<file path="src/rtl/lcd_calc_writer.sv">
// Renders "A op B = R1 [r R2]" on line 1 of an HD44780 LCD through a byte-level
// controller handshake, converting binary values to decimal with zero suppression.
module lcd_calc_writer #(
    parameter int OPW        = 8,
    parameter int RESW       = 16,
    parameter int OP_DIGITS  = 3,
    parameter int RES_DIGITS = 5,
    parameter int DLY_CYCLES = 262142
) (
    input  logic            iCLK,
    input  logic            iRST,
    input  logic            iTrig,
    input  logic [OPW-1:0]  iA,
    input  logic [OPW-1:0]  iB,
    input  logic [1:0]      iOp,
    input  logic [RESW-1:0] iRes1,
    input  logic [RESW-1:0] iRes2,
    input  logic            iNeg1,
    output logic [7:0]      oLCD_DATA,
    output logic            oLCD_RS,
    output logic            oLCD_Start,
    input  logic            iLCD_Done,
    output logic            oBusy,
    output logic            oDoneP
);

    localparam int MAXW   = (OPW > RESW) ? OPW : RESW;
    localparam int OPBW   = 4 * OP_DIGITS;
    localparam int RESBW  = 4 * RES_DIGITS;

    // Fixed slot layout; suppressed slots are skipped at LOAD time.
    localparam int S_A     = 2;
    localparam int S_OP    = S_A + OP_DIGITS;
    localparam int S_B     = S_OP + 1;
    localparam int S_EQ    = S_B + OP_DIGITS;
    localparam int S_NEG   = S_EQ + 1;
    localparam int S_R1    = S_NEG + 1;
    localparam int S_R     = S_R1 + RES_DIGITS;
    localparam int S_R2    = S_R + 1;
    localparam int N_SLOTS = S_R2 + RES_DIGITS;

    localparam int IDXW = $clog2(N_SLOTS + 1);
    localparam int CNVW = $clog2(MAXW + 1);
    localparam int DLYW = $clog2(DLY_CYCLES + 1);

    typedef enum logic [2:0] {
        IDLE, CONV, LOAD, SEND, WAIT_DONE, DELAY, NEXT, FINISH
    } state_t;

    state_t state, state_nx;

    logic [MAXW-1:0]  bin_a, bin_b, bin_r1, bin_r2;
    logic [OPBW-1:0]  bcd_a, bcd_b;
    logic [RESBW-1:0] bcd_r1, bcd_r2;
    logic [1:0]       op_q;
    logic             neg_q;
    logic [IDXW-1:0]  idx;
    logic [CNVW-1:0]  cnv_cnt;
    logic [DLYW-1:0]  dly_cnt;

    logic [OP_DIGITS-1:0]  mask_a, mask_b;
    logic [RES_DIGITS-1:0] mask_r1, mask_r2;
    logic                  slot_vld;
    logic [8:0]            slot_byte;
    logic                  last_slot;

    function automatic logic [OPBW-1:0] op_shift(input logic [OPBW-1:0] bcd, input logic b);
        logic [OPBW-1:0] t;
        t = bcd;
        for (int i = 0; i < OP_DIGITS; i++)
            if (t[4*i +: 4] >= 4'd5) t[4*i +: 4] = t[4*i +: 4] + 4'd3;
        return {t[OPBW-2:0], b};
    endfunction

    function automatic logic [RESBW-1:0] res_shift(input logic [RESBW-1:0] bcd, input logic b);
        logic [RESBW-1:0] t;
        t = bcd;
        for (int i = 0; i < RES_DIGITS; i++)
            if (t[4*i +: 4] >= 4'd5) t[4*i +: 4] = t[4*i +: 4] + 4'd3;
        return {t[RESBW-2:0], b};
    endfunction

    // Bit k (most-significant digit first) is set once a non-zero digit has been seen.
    function automatic logic [OP_DIGITS-1:0] op_mask(input logic [OPBW-1:0] bcd);
        logic seen;
        logic [OP_DIGITS-1:0] m;
        seen = 1'b0;
        m    = '0;
        for (int k = 0; k < OP_DIGITS; k++) begin
            seen = seen | (bcd[4*(OP_DIGITS-1-k) +: 4] != 4'd0);
            m[k] = seen | (k == OP_DIGITS - 1);
        end
        return m;
    endfunction

    function automatic logic [RES_DIGITS-1:0] res_mask(input logic [RESBW-1:0] bcd);
        logic seen;
        logic [RES_DIGITS-1:0] m;
        seen = 1'b0;
        m    = '0;
        for (int k = 0; k < RES_DIGITS; k++) begin
            seen = seen | (bcd[4*(RES_DIGITS-1-k) +: 4] != 4'd0);
            m[k] = seen | (k == RES_DIGITS - 1);
        end
        return m;
    endfunction

    assign mask_a  = op_mask(bcd_a);
    assign mask_b  = op_mask(bcd_b);
    assign mask_r1 = res_mask(bcd_r1);
    assign mask_r2 = res_mask(bcd_r2);

    always_comb begin
        slot_vld  = 1'b0;
        slot_byte = 9'h000;
        if (int'(idx) == 0) begin
            slot_vld  = 1'b1;
            slot_byte = 9'h001;
        end
        if (int'(idx) == 1) begin
            slot_vld  = 1'b1;
            slot_byte = 9'h080;
        end
        for (int k = 0; k < OP_DIGITS; k++) begin
            if (int'(idx) == S_A + k) begin
                slot_vld  = mask_a[k];
                slot_byte = {1'b1, 4'h3, bcd_a[4*(OP_DIGITS-1-k) +: 4]};
            end
            if (int'(idx) == S_B + k) begin
                slot_vld  = mask_b[k];
                slot_byte = {1'b1, 4'h3, bcd_b[4*(OP_DIGITS-1-k) +: 4]};
            end
        end
        if (int'(idx) == S_OP) begin
            slot_vld = 1'b1;
            case (op_q)
                2'd0:    slot_byte = 9'h12B;
                2'd1:    slot_byte = 9'h12D;
                2'd2:    slot_byte = 9'h12A;
                default: slot_byte = 9'h12F;
            endcase
        end
        if (int'(idx) == S_EQ) begin
            slot_vld  = 1'b1;
            slot_byte = 9'h13D;
        end
        if (int'(idx) == S_NEG) begin
            slot_vld  = neg_q;
            slot_byte = 9'h12D;
        end
        for (int k = 0; k < RES_DIGITS; k++) begin
            if (int'(idx) == S_R1 + k) begin
                slot_vld  = mask_r1[k];
                slot_byte = {1'b1, 4'h3, bcd_r1[4*(RES_DIGITS-1-k) +: 4]};
            end
            if (int'(idx) == S_R2 + k) begin
                slot_vld  = mask_r2[k] & (op_q == 2'd3);
                slot_byte = {1'b1, 4'h3, bcd_r2[4*(RES_DIGITS-1-k) +: 4]};
            end
        end
        if (int'(idx) == S_R) begin
            slot_vld  = (op_q == 2'd3);
            slot_byte = 9'h172;
        end
    end

    // The remainder section exists only for division; otherwise R1's last digit ends the line.
    assign last_slot = (int'(idx) == N_SLOTS - 1) || ((op_q != 2'd3) && (int'(idx) == S_R - 1));

    always_ff @(posedge iCLK) begin
        if (iRST) state <= IDLE;
        else      state <= state_nx;
    end

    always_comb begin
        state_nx   = state;
        oLCD_Start = 1'b0;
        oBusy      = 1'b1;
        oDoneP     = 1'b0;
        case (state)
            IDLE: begin
                oBusy = 1'b0;
                if (iTrig) state_nx = CONV;
            end
            CONV:      if (cnv_cnt == CNVW'(MAXW - 1)) state_nx = LOAD;
            LOAD:      if (slot_vld) state_nx = SEND;
            SEND: begin
                oLCD_Start = 1'b1;
                state_nx   = WAIT_DONE;
            end
            WAIT_DONE: begin
                oLCD_Start = 1'b1;
                if (iLCD_Done) state_nx = DELAY;
            end
            DELAY:     if (dly_cnt == DLYW'(DLY_CYCLES - 1)) state_nx = NEXT;
            NEXT:      state_nx = last_slot ? FINISH : LOAD;
            FINISH: begin
                oBusy    = 1'b0;
                oDoneP   = 1'b1;
                state_nx = IDLE;
            end
            default: begin
                oBusy    = 1'b0;
                state_nx = IDLE;
            end
        endcase
    end

    always_ff @(posedge iCLK) begin
        if (iRST) begin
            bin_a     <= '0;
            bin_b     <= '0;
            bin_r1    <= '0;
            bin_r2    <= '0;
            bcd_a     <= '0;
            bcd_b     <= '0;
            bcd_r1    <= '0;
            bcd_r2    <= '0;
            op_q      <= '0;
            neg_q     <= 1'b0;
            idx       <= '0;
            cnv_cnt   <= '0;
            dly_cnt   <= '0;
            oLCD_DATA <= '0;
            oLCD_RS   <= 1'b0;
        end else begin
            case (state)
                IDLE: if (iTrig) begin
                    bin_a   <= MAXW'(iA);
                    bin_b   <= MAXW'(iB);
                    bin_r1  <= MAXW'(iRes1);
                    bin_r2  <= MAXW'(iRes2);
                    bcd_a   <= '0;
                    bcd_b   <= '0;
                    bcd_r1  <= '0;
                    bcd_r2  <= '0;
                    op_q    <= iOp;
                    neg_q   <= iNeg1;
                    idx     <= '0;
                    cnv_cnt <= '0;
                    dly_cnt <= '0;
                end
                CONV: begin
                    bin_a   <= bin_a << 1;
                    bin_b   <= bin_b << 1;
                    bin_r1  <= bin_r1 << 1;
                    bin_r2  <= bin_r2 << 1;
                    bcd_a   <= op_shift(bcd_a, bin_a[MAXW-1]);
                    bcd_b   <= op_shift(bcd_b, bin_b[MAXW-1]);
                    bcd_r1  <= res_shift(bcd_r1, bin_r1[MAXW-1]);
                    bcd_r2  <= res_shift(bcd_r2, bin_r2[MAXW-1]);
                    cnv_cnt <= cnv_cnt + 1'b1;
                end
                LOAD: begin
                    if (slot_vld) {oLCD_RS, oLCD_DATA} <= slot_byte;
                    else          idx <= idx + 1'b1;
                end
                DELAY: dly_cnt <= dly_cnt + 1'b1;
                NEXT: begin
                    idx     <= idx + 1'b1;
                    dly_cnt <= '0;
                end
                default: ;
            endcase
        end
    end

endmodule

</file>
<file path="config.mk">
export PLATFORM = sky130hd
export DESIGN_NAME = lcd_calc_writer
export DESIGN_NICKNAME = d
export VERILOG_FILES = /design/src/rtl/lcd_calc_writer.sv
export SDC_FILE = /design/constraint.sdc
export NUM_CORES = 1
export LEC_CHECK = 0
export ABC_CLOCK_PERIOD_IN_PS = 2710
export CORE_MARGIN = 5
export CORE_UTILIZATION = 31
export CTS_CLUSTER_SIZE = 28
export DETAILED_ROUTE_END_ITERATION = 10
export GPL_TIMING_DRIVEN = 1
export PLACE_DENSITY_LB_ADDON = 0.05
export SYNTH_ARGS = -nofsm -noshare
export SYNTH_HDL_FRONTEND = slang
export SYNTH_SLANG_ARGS = --single-unit
export TNS_END_PERCENT = 10
</file>
<file path="constraint.sdc">
create_clock -name iCLK -period 2.71 [get_ports iCLK]
set_input_delay 0.542 -clock iCLK [delete_from_list [all_inputs] [get_ports iCLK]]
set_output_delay 0.542 -clock iCLK [all_outputs]
set_load 0.03 [all_outputs]
</file>
==> Yosys cells after proc, flatten, opt, wreduce, memory -nomap -nowiden <==
Index checks and enable logic that the tools add are counted.
Widths: inputs -> output; s select.
{ "totals": {"word_cells": 222, "output_inout_bits": 12, "regBits": 171, "inputBits": 55} }
{ "classes": {"bitwise": 12, "order_cmp": 16, "reduce_logical": 28, "add_sub_neg": 19, "eq_ne": 40, "n_mux": 91} }
{ "ops": {"columns": ["cell", "count"], "rows": [
  ["$mux 9", 20],
  ["$pmux 16 s2", 4],
  ["$pmux 20 s2", 2],
  ["$eq 5x5->1 const B", 14],
  ["$ge 4x3->1 const B", 16],
  ["$mux 16", 4],
  ["$pmux 18 s3", 1],
  ["$add 4x2->4 const B", 12],
  ["$mux 4", 12],
  ["$pmux 12 s2", 2],
  ["$reduce_bool 4->1", 12],
  ["$mux 3", 10],
  ["$mux 1", 26],
  ["$eq 5x4->1 const B", 5],
  ["$pmux 3 s8", 1],
  ["$mux 20", 1],
  ["$add 18x1->18 const B", 1],
  ["$eq 18x18->1 const B", 1],
  ["$mux 18", 1],
  ["$pmux 5 s3", 1],
  ["$ne 2x2->1 const B", 7],
  ["$add 3x2->3 const B", 4],
  ["$eq 3x3->1 const B", 4],
  ["$mux 12", 1],
  ["other kinds (24)", 44]
]} }

==> Logic depth before layout (Yosys ltp) <==
Gate-level depths: netlist of run 1.
{ "logic_depth": {"depth_word": 25, "depth_mapped": 13, "mapped_depth_nobuf": 9} }

==> Worst setup path after synthesis of run 1 <==
OpenSTA, ideal clock, no wires.
{ "synth_path": {"path_kind": "register to register", "start": "register idx[0]", "end": "register oLCD_DATA[7]", "t_required_ns": 2.640, "slack_ns": -0.193, "period_less_slack_ns": 2.903, "arrival_time_ns": 2.833, "path_buffers": 3, "setup_ns": 0.070, "stages_incl_launch_ff": 13, "path_cell_list": "dfxtp_1 ha_1 clkbuf_1 buf_2 buf_1 and3_1 ha_1 a21boi_0 a211oi_2 o21ai_1 o2111ai_4 or4b_1 a21oi_1"} }
{ "synth_between": {"elab_chain_cells": 24, "word_cells_on_any_way": 66, "cone_classes": "eq/ne (21); mux (43); reduce/logical (2)"} }
{ "synth_rtl": {"columns": ["element", "line_no", "text"], "rows": [
  ["start: declaration", "57", "logic [IDXW-1:0] idx;"],
  ["start signal: assignment", "256", "else idx <= idx + 1'b1;"],
  ["start signal: assignment", "260", "idx <= idx + 1'b1;"],
  ["$logic_not 5->1", "116", "if (int'(idx) == 0) begin"],
  ["$mux 1", "116", null],
  ["$mux 1", "120", "if (int'(idx) == 1) begin"],
  ["$mux 1", "125", "if (int'(idx) == S_A + k) begin"],
  ["$mux 1", "129", "if (int'(idx) == S_B + k) begin"],
  ["$mux 1", "125", null],
  ["$mux 1", "129", null],
  ["$mux 1", "125", null],
  ["[... 8 more ...]", null, null],
  ["$mux 1", "152", "if (int'(idx) == S_R1 + k) begin"],
  ["$mux 1", "156", "if (int'(idx) == S_R2 + k) begin"],
  ["$mux 1", "152", null],
  ["$mux 1", "156", null],
  ["$mux 1", "152", null],
  ["$mux 1", "156", null],
  ["$mux 1", "161", "if (int'(idx) == S_R) begin"],
  ["$reduce_and 2->1 (no line)", null, null],
  ["end signal: assignment", "255", "if (slot_vld) {oLCD_RS, oLCD_DATA} <= slot_byte;"],
  ["end: declaration", "19", "output logic [7:0] oLCD_DATA,"]
]} }
Several ways; a longest one is shown, not always the timed one.
A chain may end at the register's enable or synchronous reset.

==> Final worst setup path of run 1 <==
{ "layout_path": {"start": "register idx[4]", "end": "register idx[0]"} }
{ "layout_between": {"elab_chain_cells": 25, "word_cells_on_any_way": 46, "cone_classes": "eq/ne (22); mux (22); reduce/logical (2)"} }
{ "layout_rtl": {"columns": ["element", "line_no"], "rows": [
  ["$logic_not 5->1", "116"],
  ["$mux 1", "116"],
  ["$mux 1", "120"],
  ["$mux 1", "125"],
  ["$mux 1", "129"],
  ["$mux 1", "125"],
  ["$mux 1", "129"],
  ["$mux 1", "125"],
  ["[... 9 more ...]", null],
  ["$mux 1", "156"],
  ["$mux 1", "152"],
  ["$mux 1", "156"],
  ["$mux 1", "152"],
  ["$mux 1", "156"],
  ["$mux 1 (*)", "161"],
  ["$ne 2x2->1 (no line) (*)", null],
  ["$reduce_and 3->1 (no line) (*)", null]
]} }
Every way passes the cells marked *; elsewhere a longest branch is shown, timed or not.

==> results of run 1 <==
-- placed cells by master (no fill, tap or decap), types with 4 or more instances in the layout --
cell             instances
xnor2_1                 20
nand4_1                 13
ha_1                    48
and3_1                   8
nand3_1                 24
nor3b_1                 13
o21ai_0                 60
xor2_1                  15
buf_12                   4
a21o_1                   4
a22oi_1                 56
nor2b_1                 12
a31oi_1                  8
o211ai_1                13
buf_4                   81
nor2_1                 168
a211o_1                  4
a21oi_1                 88
nand4b_1                 5
inv_1                   47
clkbuf_16               17
a311oi_1                46
dfxtp_1                167
bufinv_16                8
nand3b_1                11
nand2_1                155
mux2i_1                  4
or3_1                    4
o31ai_1                  7
clkdlybuf4s50_1         65
a221oi_1                 8
or2_2                    6
a211oi_1                 4
nor3_1                  37
nand2b_1                26
-- metrics by stage --
step	TNS (ps)	hold WS [ps]	cell area (sq um)	utilization	total power [W]
3_3_place_gp	0	450.3	11180	0.3636	0.005291
2_1_floorplan	0	428.7	9687	-	0.004543
3_5_place_dp	-2.761	450.0	11180	0.3636	0.005295
4_1_cts	0	460.8	11920	0.3877	0.008432
6_report	0	457.5	11990	0.3898	0.008290
5_1_grt	-69.08	488.0	11990	0.3898	0.008825
-- how the worst min path moves through the flow --
stage                             from                       to  slack [ps]  depth (start not counted)
5_1_grt         bin_r1[0]$_SDFFE_PP0P_   bin_r1[0]$_SDFFE_PP0P_         490                          2
6_report         bin_b[0]$_SDFFE_PP0P_    bin_b[0]$_SDFFE_PP0P_         460                          2
3_5_place_dp     bin_b[0]$_SDFFE_PP0P_    bin_b[0]$_SDFFE_PP0P_         450                          2
3_3_place_gp     bin_b[0]$_SDFFE_PP0P_    bin_b[0]$_SDFFE_PP0P_         450                          2
2_1_floorplan  cnv_cnt[3]$_SDFFE_PP0P_  cnv_cnt[3]$_SDFFE_PP0P_         430                          1
4_1_cts          bin_b[0]$_SDFFE_PP0P_    bin_b[0]$_SDFFE_PP0P_         460                          2
-- layout make-up --
cell class	count	area (sq um)	share of cell area
clock buffer	19	452.9	0.03779
inverter	47	176.4	0.01472
timing repair buffer	152	1361	0.1136
sequential	170	3407	0.2843
clock inverter	13	285.3	0.02380
tap	396	495.5	0.04134
multi-input combinational	938	5807	0.4845
-- worst reg2reg max path, delay by kind of cell, from the launching register on --
kind            cells  cell delay (ps)
compound gates      4              820
buf+inv             3              550
flops               1              480
mux                 1              280
fa+ha+maj           1              260
simple gates        1               70
-- power groups by stage --
stage | Combinational (W) | Clock (W) | Sequential [W]
after floorplan | 0.00149 | 0 | 0.00305
after global placement | 0.00219 | 0 | 0.00310
after detailed placement | 0.00220 | 0 | 0.00310
after CTS | 0.00220 | 0.00318 | 0.00305
after global routing | 0.00244 | 0.00329 | 0.00309
final | 0.00215 | 0.00309 | 0.00305
-- registers in the layout, indices dropped and copies added, names as in the netlist --
name,flops
oLCD_DATA,8
bcd_r2,20
cnv_cnt,5
state,3
op_q,2
bcd_b,12
neg_q,1
bcd_a,12
bin_r1,16
dly_cnt,18
bin_b,16
bin_a,16
idx,5
bcd_r1,20
bin_r2,16
-- routing by layer --
layer	wire length (um)	part of all wire
met2	13010	0.45
met5	0	0
met3	941	0.032
met4	473	0.016
met1	14710	0.50
-- logic make-up (layout without fill, tap and decap cells) --
group,after synthesis,in the layout,share of synthesized area
fa+ha+maj,52,52,0.06719
flops,170,170,0.3515
simple gates,512,512,0.2517
xor+xnor,35,35,0.03166
mux,6,6,0.006461
compound gates,333,333,0.2345
buf+inv,141,231,0.05698
-- repair_timing --
action                     in CTS  in global routing
setup endpoints to repair       4                 12
hold buffers                    0                  0
cloned                          0                  0
resized for setup               1                 15
pin swaps                       0                  2
hold endpoints to repair        0                  0
==> results.cfg, run 1 <==
[sta]
hold_violations = 0
grt_setup_unrepaired = true
finalCriticalPeriod_ps = 2553
period_share = 0.9421
final_max_slew_viol_count = 0
fmax_mhz = 391.7
setup_viol = 0
fin_worst_skew_ps = 23.70
layout_setup_ws_ps = 157.0
relSlewSlack = 0.5147
tightest_slew_ps = 728.0

[status]
status = completed

[worst_setup_path]
crit_slowest_cell = dfxtp_1
crit_required_ps = 3030
crit_path_start = idx[4]$_SDFFE_PP0P_
crit_chain = buf_6 > inv_1 > ha_1 > a21boi_1 > a211oi_2 > buf_4 > nand3_1 > o211ai_1 > o21bai_1 > mux2_2
r2r_end = idx[0]$_SDFFE_PP0P_
reg2reg_from = idx[4]$_SDFFE_PP0P_
critPathLaunchType = flip-flop
worst-r2r-setup-slack_ps = 160
slowest_delay_ps = 480
crit_buf_inv = 3
critPathTopFamily = compound AO/OA/AOI/OAI gates
worst_ep_arrival_time_ps = 2880
worstSetupPathDepth = 10
rr_worst_depth = 10
cp-endpoint = idx[0]$_SDFFE_PP0P_
end_kind = flip-flop
crit_type = reg2reg
crit_path_max_fanout = 18

[global_routing]
grt_max_degree = 90
busiest_layer = met2
use_met2 = 0.2568
overflow = 0
grt_pass1_vias = 8736
met3_usage = 0.02840
antenna_found_initial = 0
grt_use_total = 0.1661
grt_pass1_wl_um = 47880
grt_util_met1 = 0.2369

[placed_design]
place.gp.congestion = 0.8617
place_worst_setup_slack_ps = -2.761
port_buffers = 66
dp_hpwl_um = 20000
placed_cells = 1703

[synth]
synth.most_common_cell = dfxtp_1
yosys.area.top_type = dfxtp_1
synth.distinct_cells = 77
syn_nets = 1356
synth.yosys.seq_area_share = 0.3515
post-synth-top-area-fraction = 0.3515
ys_ff_latch = 170
avgSynthCellArea_sq_um = 7.753
synthFlopType = dfxtp_1
ys_warn_count = 0
yosys-top-cells-count = dfxtp_1, nor2_1, nand2_1
async_flop_share = 0
synth_area_leaders = dfxtp_1, ha_1, nor2_1, nand2_1, a21oi_1
syn_inst = 1249
synth_edf_count = 0
netlist_area_sq_um = 9683

[floorplanning]
die_w_um = 186.7
initial_core_util = 0.3149
fp-row-count = 64
die-area_sq_um = 34870
ioPinCount = 67
die_y_um = 186.7
core-area_sq_um = 30750

[pwr]
intPower_w = 0.005501
pwr-share-clk = 0.373
p_sw_w = 0.002789
p_per_area_nw_per_um2 = 691.7
swShare = 0.3364
power_frac_seq = 0.368
comb_power_share = 0.259
p_leak_nw = 4.379
irDropWorstVdd_v = 0.0004676

[job]
max-cap-violations = 0

[layout]
layout.nets = 1433
drive_gt1_frac = 0.1135
stdcell_count = 1735
area_growth_pct = 23.78
nFillCells = 3245
antenna_cells = 0

[drt]
wl_um = 29130
via_count = 9010
dr.pass1.iters = 5
drt_iter0_markers = 511
ant_nets = 0
wire_per_inst_um = 16.79
vias_per_cell = 5.193
drc = 0

[clock_network]
cts_buffers = 17
htreeDepth = 4
clock_latency_ps = 450
cts_root_buf = clkbuf_16
clockBufferDepth = 2
cts_setup_buffers = 0
cts_sinks = 170
cts_tree = done
clk_pin_slew_ps = 70

[hold_path]
min_path_type = reg2reg
Note: power is estimated with default switching activity, not from simulation.
==> run 2, diff against run 1 <==
ABC_CLOCK_PERIOD_IN_PS = 2300   (was 2710)
clock period = 2.3 ns   (was 2.71 ns; I/O delays follow)
==> run 2 against run 1 <==
Effect of this change:
- the flow now finishes with violations (setup timing)
- clock power decreased by 10%
- setup slack got worse by 310 ps
- combinational power increased by 28%
- die area unchanged
- critical endpoint is now oLCD_DATA[6]$_SDFFE_PP0P_
- largest power group is now registers
- cell area increased by 6.8%
- maximum frequency increased by 4.2%
- clock-buffer cell count decreased by 2
- non-clock buffer count increased by 97
- register-to-register slack got worse by 310 ps
- via count increased by 3.9%
- core utilization increased by 2.7 points
- clock skew decreased by 14 ps
- largest cell class unchanged
==> results.cfg, run 2 (synthesized netlist as in run 1, its figures left out) <==
[status]
status = complete, but fails checks
violations = setup timing

[pwr]
p_sw_w = 0.003405
p_leak_nw = 4.832
swShare = 0.3725
p_per_area_nw_per_um2 = 713.8
irDropWorstVdd_v = 0.0005347
power_frac_seq = 0.395
intPower_w = 0.005736
comb_power_share = 0.301
pwr-share-clk = 0.304
p_total_w = 0.009141

[layout]
final_common_cell = buf_4
area_growth_pct = 32.25
antenna_cells = 0
layout_common_cells = buf_4, nor2_1, dfxtp_1, nand2_1, a21oi_1
layout.nets = 1530
reg_top3 = bcd_r1 x20, bcd_r2 x20, dly_cnt x18
stdcell_count = 1831
fin_area_sq_um = 12810
drive_gt1_frac = 0.1951

[worst_setup_path]
crit_path_max_fanout = 12
r2r_end = oLCD_DATA[6]$_SDFFE_PP0P_
end_kind = flip-flop
worst_ep_arrival_time_ps = 2780
crit_type = reg2reg
rr_worst_depth = 11
reg2reg_from = idx[0]$_SDFFE_PP0P_
crit_required_ps = 2630
worst-r2r-setup-slack_ps = -150
critPathLaunchType = flip-flop

[drt]
dr.pass1.iters = 5
vias_per_cell = 5.113
wl_um = 30460
drt_iter0_markers = 574
ant_nets = 0
drc = 0
via_count = 9362
wire_per_inst_um = 16.64

[placed_design]
place.gp.congestion = 0.8660
placedInstanceArea_sq_um = 12000
placed_cells = 1795
port_buffers = 66
dp_hpwl_um = 21970
place_worst_setup_slack_ps = -361.1

[clock_network]
clk_pin_slew_ps = 80
htreeDepth = 4
cts_root_buf = clkbuf_16
cts_buffers = 17
cts_tree = done
cts_sinks = 170
clockBufferDepth = 2
postCtsHoldBufs = 0
clock_latency_ps = 450

[floorplanning]
die_w_um = 186.7
die_y_um = 186.7
core-area_sq_um = 30750
ioPinCount = 67
fp-row-count = 64
die-area_sq_um = 34870
initial_core_util = 0.3149

[sta]
relSlewSlack = 0.6247
finalCriticalPeriod_ps = 2451
tightest_slew_ps = 555.7
layout_setup_ws_ps = -150.5
fmax_mhz = 408.1
fin_worst_skew_ps = 10.18
setup_viol = 13
period_share = 1.065
hold_violations = 0
grt_setup_unrepaired = true
final_max_slew_viol_count = 0

[job]
max-cap-violations = 0

[global_routing]
antenna_found_initial = 0
grt_max_degree = 56
overflow = 0
grt_pass1_vias = 9066
grt_pass1_wl_um = 49940
grt_use_total = 0.1738

[hold_path]
min_to = oLCD_DATA[6]$_SDFFE_PP0P_
min_path_cells = 2
hold_start = iRST
min_path_type = in2reg
==> run 2: changes by cell type in the layout (fill, tap and decap cells not counted), sizes merged <==
cell | previous run | this run
buf | 87 | 187
clkinv | 2 | 4
clkdlybuf4s50 | 65 | 62
clkinvlp | 1 | 4
clkbuf | 19 | 17
inv | 49 | 53
bufinv | 8 | 0
==> run 2: power by group through the flow <==
stage | combinational, W | sequential [W] | clock [W]
floorplan | 0.00177 | 0.00359 | 0
global placement | 0.00279 | 0.00367 | 0
detailed placement | 0.00278 | 0.00367 | 0
CTS | 0.00280 | 0.00362 | 0.00288
global route | 0.00310 | 0.00368 | 0.00301
finish | 0.00275 | 0.00362 | 0.00277
==> run 2: cell type report <==
| type | instances | area (sq um) |
|---|---|---|
| Clock inverter | 14 | 113.9 |
| Multi-Input combinational cell | 938 | 5974 |
| Tap cell | 396 | 495.5 |
| Clock buffer | 17 | 425.4 |
| Inverter | 47 | 178.9 |
| Sequential cell | 170 | 3417 |
| Fill cell | 3209 | 17940 |
| Timing Repair Buffer | 249 | 2201 |
==> run 2: worst max path at each step <==
stage / from / to / slack [ps] / depth (start not counted)
final: idx[0]$_SDFFE_PP0P_ / oLCD_DATA[6]$_SDFFE_PP0P_ / -150 / 11
after global routing: idx[0]$_SDFFE_PP0P_ / oLCD_DATA[6]$_SDFFE_PP0P_ / -260 / 11
after CTS: idx[0]$_SDFFE_PP0P_ / idx[0]$_SDFFE_PP0P_ / -170 / 10
after detailed placement: idx[0]$_SDFFE_PP0P_ / oLCD_DATA[4]$_SDFFE_PP0P_ / -360 / 12
after global placement: idx[0]$_SDFFE_PP0P_ / oLCD_DATA[4]$_SDFFE_PP0P_ / -360 / 12
after floorplan: idx[0]$_SDFFE_PP0P_ / idx[0]$_SDFFE_PP0P_ / -200 / 12
==> run 2: what timing repair did <==
| action | 4_1_cts | 5_1_grt |
|---|---|---|
| gates resized for setup | 41 | 15 |
| buffers inserted | 4 | 1 |
| setup endpoints to repair | 14 | 16 |
| pin swaps | 23 | 9 |
==> run 2: routing by layer <==
metal,vias up,share of wire,track usage
li1,4783,-,-
met1,4450,0.51,0.2481
met2,105,0.45,0.2699
met3,24,0.030,0.03270
met4,0,0.014,0.04608
met5,-,0,0
==> run 2: worst max-delay path, stage by stage (launching register included) <==
cell and delay (ps):
dfxtp_4 370, buf_6 120, ha_4 160, buf_6 120, mux2_4 260, nor3b_4 150
a211oi_2 320, nand2_1 160, o2111ai_4 260, buf_8 180, mux2i_1 180, nor2_1 50
==> run 2: stage by stage <==
step                      setup TNS (ps)    util  hold slack (ps)
after detailed placement           -3490  0.3904            453.4
after floorplan                    -2120       -            428.7
after global placement             -3222  0.3904            449.0
final                              -1382  0.4165            460.3
after CTS                          -1400  0.4142            436.2
after global routing               -2923  0.4165            473.5
==> run 3, diff against run 2 <==
MAX_ROUTING_LAYER = met4   (was not set)
PLACE_DENSITY = 0.46   (was not set)
PLACE_DENSITY_LB_ADDON = not set   (was 0.05)
==> run 3 against run 2 <==
Effect of this change:
- the run still ends with setup timing left
- cell area down 1.3%
- combinational power down 4%
- setup slack better by 18 ps
- critical endpoint is now oLCD_DATA[7]$_SDFFE_PP0P_
==> results.cfg, run 3 (synthesized netlist as in run 1, its figures left out) <==
[worst_setup_path]
crit_path_max_fanout = 7
rr_worst_depth = 9
worst_ep_arrival_time_ps = 2810
r2r_end = oLCD_DATA[7]$_SDFFE_PP0P_
crit_required_ps = 2680
worst-r2r-setup-slack_ps = -130
crit_type = reg2reg
reg2reg_from = idx[0]$_SDFFE_PP0P_
end_kind = flip-flop
critPathLaunchType = flip-flop

[layout]
final_common_cell = nor2_1
nFillCells = 3242
layout_common_cells = nor2_1, dfxtp_1, buf_4, nand2_1, a21oi_1
reg_top3 = bcd_r1 x20, bcd_r2 x20, dly_cnt x18
utilization = 0.4111
drive_gt1_frac = 0.1845
antenna_cells = 0
area_growth_pct = 30.56
layout.nets = 1510

[sta]
final_max_slew_viol_count = 0
tightest_slew_ps = 583.4
hold_violations = 0
finalCriticalPeriod_ps = 2432
layout_setup_ws_ps = -132.3
period_share = 1.058
setup_viol = 9
grt_setup_unrepaired = true
fmax_mhz = 411.1
relSlewSlack = 0.6081
fin_worst_skew_ps = 11.01

[drt]
drc = 0
via_count = 9366
vias_per_cell = 5.172
ant_nets = 0
wire_per_inst_um = 16.20
dr.pass1.iters = 5
wl_um = 29340
drt_iter0_markers = 611

[hold_path]
min_path_cells = 2
min_to = state[2]$_SDFFE_PP0P_
hold_start = iRST
min_path_type = in2reg

[floorplanning]
die-area_sq_um = 34870
initial_core_util = 0.3149
core-area_sq_um = 30750
die_w_um = 186.7
ioPinCount = 67
fp-row-count = 64
die_y_um = 186.7

[global_routing]
overflow = 0
grt_use_total = 0.1708
antenna_found_initial = 0
grt_pass1_wl_um = 48450
grt_pass1_vias = 8942
grt_max_degree = 73

[clock_network]
cts_buffers = 17
cts_setup_buffers = 0
cts_sinks = 170
cts_root_buf = clkbuf_16
clk_pin_slew_ps = 70
clock_latency_ps = 440
clockBufferDepth = 2
cts_tree = done
htreeDepth = 4

[placed_design]
port_buffers = 66
place.gp.congestion = 0.8955
place_worst_setup_slack_ps = -327.9
dp_hpwl_um = 21310

[job]
max-cap-violations = 0

[pwr]
p_leak_nw = 4.763
p_total_w = 0.009292
p_per_area_nw_per_um2 = 735.0
irDropWorstVdd_v = 0.0004574

[status]
status = complete, but fails checks
violations = setup timing
-- run 3: timing repair --
action / CTS / global route
hold buffers: 0 / 0
pin swaps: 21 / 5
gates resized for setup: 48 / 10
setup endpoints to repair: 14 / 14
endpoints found under the hold margin: 0 / 0
-- run 3: how the worst max path moves through the flow --
stage,start,end,slack (ps),cells after the start
4_1_cts,idx[0]$_SDFFE_PP0P_,oLCD_DATA[7]$_SDFFE_PP0P_,-100,8
3_3_place_gp,idx[0]$_SDFFE_PP0P_,oLCD_DATA[7]$_SDFFE_PP0P_,-260,9
2_1_floorplan,idx[0]$_SDFFE_PP0P_,idx[0]$_SDFFE_PP0P_,-200,12
5_1_grt,idx[1]$_SDFFE_PP0P_,idx[0]$_SDFFE_PP0P_,-250,11
6_report,idx[0]$_SDFFE_PP0P_,oLCD_DATA[7]$_SDFFE_PP0P_,-130,9
3_5_place_dp,idx[0]$_SDFFE_PP0P_,oLCD_DATA[7]$_SDFFE_PP0P_,-330,9
-- run 3: final cells by class --
class | instances | area [sq um] | area share
Clock buffer | 18 | 439.2 | 0.03474
Clock inverter | 13 | 156.4 | 0.01237
Inverter | 47 | 181.4 | 0.01435
Multi-Input combinational cell | 938 | 5974 | 0.4726
Sequential cell | 170 | 3418 | 0.2704
Tap cell | 396 | 495.5 | 0.03919
Timing Repair Buffer | 229 | 1977 | 0.1564
-- run 3: per-layer routing --
| layer | GRT usage | part of all wire | up-vias |
|---|---|---|---|
| met3 | 0.02560 | 0.033 | 23 |
| li1 | - | - | 4753 |
| met5 | - | 0 | - |
| met1 | 0.2459 | 0.52 | 4448 |
| met4 | 0.03754 | 0.011 | 0 |
| met2 | 0.2543 | 0.44 | 142 |
-- run 3: critical path: stages, from the launching register on --
cell	delay [ps]
dfxtp_4	380
inv_4	80
ha_4	180
nor2b_2	210
nor4b_4	260
a21oi_2	70
a31oi_4	320
o2111ai_4	180
or4b_1	560
a21oi_2	130
-- run 3: per-stage QoR --
step	std cells	area, sq um	TNS (ps)	hold WS [ps]
after global routing	1811	12640	-2192	475.6
after floorplan	1249	9771	-2120	428.7
after detailed placement	1781	11840	-6860	448.7
final	1811	12640	-472.3	455.3
after CTS	1811	12610	-485.1	453.8
after global placement	1781	11840	-5917	446.1
-- run 3: report_power, final --
| part | switching, W | internal (W) | total, W | leakage [nW] |
|---|---|---|---|---|
| registers | 0.000271 | 0.00334 | 0.00362 | 1.39 |
| clock network | 0.00137 | 0.00166 | 0.00303 | 0.292 |
| logic | 0.00173 | 0.000915 | 0.00265 | 3.08 |
